--- config.mk ---
export PLATFORM = sky130hd
export DESIGN_NAME = cp0_exc_unit
export DESIGN_NICKNAME = d
export VERILOG_FILES = /design/src/rtl/cp0_exc_unit_pkg.sv /design/src/rtl/cp0_exc_unit.sv
export SDC_FILE = /design/constraint.sdc
export NUM_CORES = 1
export LEC_CHECK = 0
export CORE_MARGIN = 1
export CORE_UTILIZATION = 30
export CTS_CLUSTER_SIZE = 24
export DETAILED_ROUTE_END_ITERATION = 16
export PLACE_DENSITY = 0.68
export SLEW_MARGIN = 20
export SYNTH_ARGS = -nofsm -noshare
export SYNTH_HDL_FRONTEND = slang
export SYNTH_SLANG_ARGS = --single-unit
export TNS_END_PERCENT = 100
--- constraint.sdc ---
create_clock -name clk -period 3.15 [get_ports clk]
set_input_delay 0.63 -clock clk [delete_from_list [all_inputs] [get_ports clk]]
set_output_delay 0.63 -clock clk [all_outputs]
set_load 0.02 [all_outputs]
--- src/rtl/cp0_exc_unit_pkg.sv ---
// Shared CP0 constants: exception codes, CP0 register numbers and the EXL state encoding.
package cp0_exc_unit_pkg;

  localparam logic [4:0] EXC_NULL = 5'd0;
  localparam logic [4:0] EXC_INT  = 5'd0;
  localparam logic [4:0] EXC_ADEL = 5'd4;
  localparam logic [4:0] EXC_ADES = 5'd5;
  localparam logic [4:0] EXC_RI   = 5'd10;
  localparam logic [4:0] EXC_OV   = 5'd12;

  localparam logic [4:0] CP0_SR    = 5'd12;
  localparam logic [4:0] CP0_CAUSE = 5'd13;
  localparam logic [4:0] CP0_EPC   = 5'd14;
  localparam logic [4:0] CP0_PRID  = 5'd15;

  typedef enum logic {
    NORMAL     = 1'b0,
    IN_HANDLER = 1'b1
  } state_t;

endpackage

--- src/rtl/cp0_exc_unit.sv ---
// CP0 exception/interrupt unit: SR/Cause/EPC/PRId, zero-latency Req, state updates on the next edge.
// Define CP0_BD_EN to record branch-delay-slot victims (EPC = VPC-4, Cause.BD).
module cp0_exc_unit
  import cp0_exc_unit_pkg::*;
#(
  parameter logic [31:0] HANDLER_PC = 32'h0000_4180,
  parameter logic [31:0] PRID_VALUE = 32'h2020_0290
) (
  input  logic        clk,
  input  logic        reset,
  input  logic [4:0]  A1,
  output logic [31:0] RD,
  input  logic [4:0]  A2,
  input  logic [31:0] WD,
  input  logic        WE,
  input  logic [31:0] VPC,
  input  logic        BDIn,
  input  logic [4:0]  ExcCodeIn,
  input  logic [5:0]  HWInt,
  input  logic        EXLClr,
  output logic        Req,
  output logic [31:0] EPCOut,
  output logic [31:0] HandlerPC
);

  state_t      state;
  logic        exl;
  logic [5:0]  im;
  logic        ie;
  logic [5:0]  ip;
  logic [4:0]  exccode;
  logic        bd;
  logic [31:0] epc;

  logic        int_req;
  logic        exc_req;
  logic [31:0] victim_epc;
  logic        victim_bd;

  assign exl = (state == IN_HANDLER);

  assign int_req = ie & ~exl & (|(HWInt & im));
  assign exc_req = ~exl & (ExcCodeIn != EXC_NULL);
  assign Req     = ~reset & (int_req | exc_req);

`ifdef CP0_BD_EN
  assign victim_epc = BDIn ? (VPC - 32'd4) : VPC;
  assign victim_bd  = BDIn;
`else
  logic unused_bdin;
  assign unused_bdin = BDIn;
  assign victim_epc  = VPC;
  assign victim_bd   = 1'b0;
`endif

  always_ff @(posedge clk or posedge reset) begin
    if (reset) begin
      state   <= NORMAL;
      im      <= 6'd0;
      ie      <= 1'b0;
      ip      <= 6'd0;
      exccode <= 5'd0;
      bd      <= 1'b0;
      epc     <= 32'd0;
    end else begin
      ip <= HWInt;
      if (Req) begin
        // An exception entry swallows any mtc0 issued in the same cycle.
        state   <= IN_HANDLER;
        exccode <= int_req ? EXC_INT : ExcCodeIn;
        bd      <= victim_bd;
        epc     <= victim_epc;
      end else begin
        if (WE && (A2 == CP0_SR)) begin
          im    <= WD[15:10];
          ie    <= WD[0];
          state <= WD[1] ? IN_HANDLER : NORMAL;
        end
        if (WE && (A2 == CP0_EPC)) begin
          epc <= {WD[31:2], 2'b00};
        end
        // eret wins over a simultaneous mtc0 to SR.
        if (EXLClr) begin
          state <= NORMAL;
        end
      end
    end
  end

  always_comb begin
    RD = 32'd0;
    case (A1)
      CP0_SR:    RD = {16'd0, im, 8'd0, exl, ie};
      CP0_CAUSE: RD = {bd, 15'd0, ip, 3'd0, exccode, 2'd0};
      CP0_EPC:   RD = epc;
      CP0_PRID:  RD = PRID_VALUE;
      default:   RD = 32'd0;
    endcase
  end

  assign EPCOut    = epc;
  assign HandlerPC = HANDLER_PC;

endmodule
Word-level counts from Yosys, hierarchy flattened
Cells that the tools add are included.
Storage, ports and cells
  bits of input ports: 90
  word-level logic and storage cells: 36
  register bits after elaboration: 51
  output and inout port bits: 97
Cells by class
  mux-type cells: 8
  bitwise gates (word level): 9
  reduce and logical (&&, ||, !) cells: 7
  equal/unequal tests: 6
Operators with widths (count)
  $pmux 32 s4: 1
  $mux 32: 2
  $eq 5x4->1 const B: 6
  $and 6x6->6: 1
  $reduce_or 6->1: 1
  $mux 5: 1
  $reduce_bool 5->1: 1
  $and 1x1->1: 4
  $mux 1: 4
  $not 1->1: 3
  $reduce_bool 3->1: 1
  $logic_and 1x1->1: 2
  $reduce_and 2->1: 1
  $reduce_bool 2->1: 1
  $or 1x1->1: 1

Longest topological paths before layout
  depth in word-level cells: 7
  mapped depth: 5
  gate-level depth less buffers: 4

Least setup slack after synthesis
Ideal clock, no wire load.
  path type: in2out
  from: input port reset
  to: output port Req
  stages: 5
  arrival time: 1.638 ns
  buffers on the path: 1
  setup slack: 0.882 ns
  required time: 2.520 ns
  cells stage by stage: or3b_4 a31oi_4 nor2_4 buf_6 inv_1
Between the ends
  word-level cells in the longest chain between the ends: 2
Ends and longest elaborated chain
  start: declaration: line cp0_exc_unit.sv:10  | input logic reset,
  $not 1->1: line cp0_exc_unit.sv:44  | assign Req = ~reset & (int_req | exc_req);
  $and 1x1->1: line cp0_exc_unit.sv:44
  end: declaration: line cp0_exc_unit.sv:21  | output logic Req,
Every way passes these cells.

Worst setup path in the final report
  from: input port A1[0]
  to: output port RD[15]
Between the ends
  word-level cells in the longest chain between the ends: 2
  elaborated cells between the ends (all ways): 5
  those cells by class: eq/ne: 4; mux: 1
Ends and longest elaborated chain
  start: declaration: line cp0_exc_unit.sv:11  | input logic [4:0] A1,
  $eq 5x4->1: line cp0_exc_unit.sv:92  | case (A1)
  $pmux 32 s4 *: line cp0_exc_unit.sv:92
  end: declaration: line cp0_exc_unit.sv:12  | output logic [31:0] RD,
Every way passes the cells marked *; elsewhere a longest branch is shown, timed or not.

==> results.ini <==
[drt]
ant_nets=0
wirelength_um=8305
wire_per_inst_um=14.94
vias=2464
drcViolationCount=0
dr.pass1.iters=4
drtIter0Drc=28
vias_per_cell=4.432

[cts]
cts_tree=done
clk_pin_slew_worst_paths_ns=0.09
cts-htree-levels=2
clockBufferDepth=2
cts-root-buf=clkbuf_8
cts.sinks=51
insertion_delay_ns=0.30
hold_buffers=0
cts_buffers=5

[die]
rows=35
ios=187
die_area_sq_mm=0.01031
fp.dieW_um=101.5
die_y_um=101.5
fp.coreArea_sq_mm=0.009415
initial_utilization_pct=31.57

[global_routing]
busiest_layer=met2
grt.total_usage_pct=16.80
gr-total-overflow=0
grt_use_met2_pct=30.46
antenna_found_initial=0
grt_max_degree=37
grt.met1_usage_pct=19.62
grtUsageMet3_pct=5.107
grt_first_pass_wirelength_um=13300
grt_pass1_vias=2663

[synth]
synth-seq-cells=51
synthDistinctLibCells=29
yosys_warnings=0
netlist_area_sq_mm=0.002973
postSynthAreaPerCell_sq_um=11.35
yosysSeqAreaShare_pct=42.93
netlist_instances=262

[worst_setup_path]
worst-r2r-setup-slack_ns=1.12
endpoint=RD[15]
rr_endpoint=EPCOut[16]
worstSetupStartpoint=A1[0]
required_ns=2.52
cp-start-kind=primary input
arrival_ns=2.42
path_class=in2out
reg2reg_depth=5
reg2reg_from=im[2]
critPathMaxFanout=5
cp-end-kind=primary output

[cells_and_area]
layout_commonest_cell=clkdlybuf4s50_1
multi_input_area_sq_mm=0.001498
n_antenna_cell=0
synthToLayoutAreaGrowth_pct=61.91
regArea_sq_mm=0.001276
fillers=874
fin_nets=516
final_cell_mix=130 x clkdlybuf4s50_1, 67 x mux2_2, 51 x dfrtp_1
drive_gt1_share_pct=23.42

[placed_design]
dp_hpwl_um=6223
port_buffers=153
gp_congestion=0.7602

[sta]
fmax_ghz=0.3274
skew_ns=0.009742
tns_ns=0
finalSetupViolCount=0
timing.final.crit_share_pct=96.98
post-route-min-period_ns=3.055
worst_pin_slew_ns=0.6772
drv_slew=0
relSlewSlack_pct=54.45
grt_setup_unrepaired=no
hold_viol_final=0

[worst_hold_path]
holdCritPathClass=reg2reg

[job]
cap_violations=0

[power_and_ir_drop]
total_power_mw=2.329
ir_drop_mv=0.2179
power_density_mw_per_mm2=483.8
p_leak_nw=2.416

[run_status]
status=finished clean

## per-stage QoR
step | utilization (%) | std cells | hold WS (ns) | cell area (sq um) | setup slack [ns]
global route | 51.12 | 556 | 0.5363 | 4813 | 0.008552
detailed placement | 49.18 | 548 | 0.4881 | 4631 | 0.01893
floorplan | - | 292 | 0.4674 | 3085 | 0.8821
global placement | 49.18 | 548 | 0.4849 | 4631 | 0.02332
CTS | 50.47 | 556 | 0.5143 | 4752 | 0.0007325
finish | 51.12 | 556 | 0.5084 | 4813 | 0.09521
## cells in the mapped netlist
library cell   n  area share [%]
or3b_4         1            0.38
nand3b_1       2            0.50
mux2i_1        9             3.0
nand3_1        2            0.34
and4bb_2       1            0.42
and2_1        15             3.2
o21ai_0        4            0.67
mux2_2        67              25
o31ai_1        2            0.50
buf_2          1            0.17
nand2_1        4            0.50
buf_4         32             8.1
nor2_4         1            0.38
buf_1          3            0.38
a21boi_0       1            0.25
a22o_1         5             1.5
inv_1          3            0.38
nor3_2         1            0.34
a211oi_4       1            0.67
nor2b_1        4            0.84
a31oi_4        1            0.72
conb_1         2            0.25
nor2_1        25             3.2
nor3_1         3            0.50
dfrtp_1       51              43
a21oi_1        7             1.2
a22oi_1        7             1.8
clkbuf_1       4            0.50
buf_6          3             1.1
## worst min-delay path by stage
| stage | start | endpoint | slack [ns] | depth (start not counted) |
|---|---|---|---|---|
| 6_report | exccode[2] | exccode[2] | 0.51 | 1 |
| 5_1_grt | exccode[3] | exccode[3] | 0.54 | 1 |
| 4_1_cts | exccode[2] | exccode[2] | 0.51 | 1 |
| 3_5_place_dp | exccode[2] | exccode[2] | 0.49 | 1 |
| 3_3_place_gp | exccode[2] | exccode[2] | 0.48 | 1 |
| 2_1_floorplan | exccode[2] | exccode[2] | 0.47 | 1 |
## cells by family (layout without fill, tap and decap cells)
group                  after synthesis  in the layout  share of synthesized area (%)
AO/OA/AOI/OAI                       28             28                          7.239
multiplexers                        76             76                          28.41
buffers and inverters               46            181                          10.65
AND/OR/NAND/NOR                     59             59                          10.52
other                                2             32                         0.2526
flip-flops                          51             51                          42.93
## power by group
part,switching (mW),internal (mW)
Clock,0.230,0.262
Combinational,0.400,0.528
Sequential,0.110,0.799
Total,0.740,1.59
## layer usage
| layer | wire (um) | part of all wire, % |
|---|---|---|
| met5 | 0 | 0 |
| met1 | 3375 | 41 |
| met4 | 29 | 0.35 |
| met3 | 704 | 8.5 |
| met2 | 4196 | 51 |
## cell type report
cell class,instances,area share (%)
well taps,129,3.353
flip-flops and latches,51,26.51
clock inverters,2,0.8058
repair buffers,170,36.26
multi-input cells,195,31.12
clock buffers,6,1.716
inverters,3,0.2339
## sequential cells by signal, indices dropped and copies added (netlist names)
name	count
EPCOut	32
exl	1
ip	6
ie	1
im	6
exccode	5
## critical path, stage by stage
cell and delay, ns:
clkdlybuf4s50_1 0.53, buf_4 0.16, nor2b_1 0.17, buf_4 0.15, a21oi_1 0.06, nor2_1 0.11
clkdlybuf4s50_1 0.61
## timing repair
action,CTS,global route
endpoints found under the setup margin,0,23
hold endpoints to repair,0,0
gates resized for setup,0,24
setup buffers,0,0
Power figures use the tool's default switching activity.
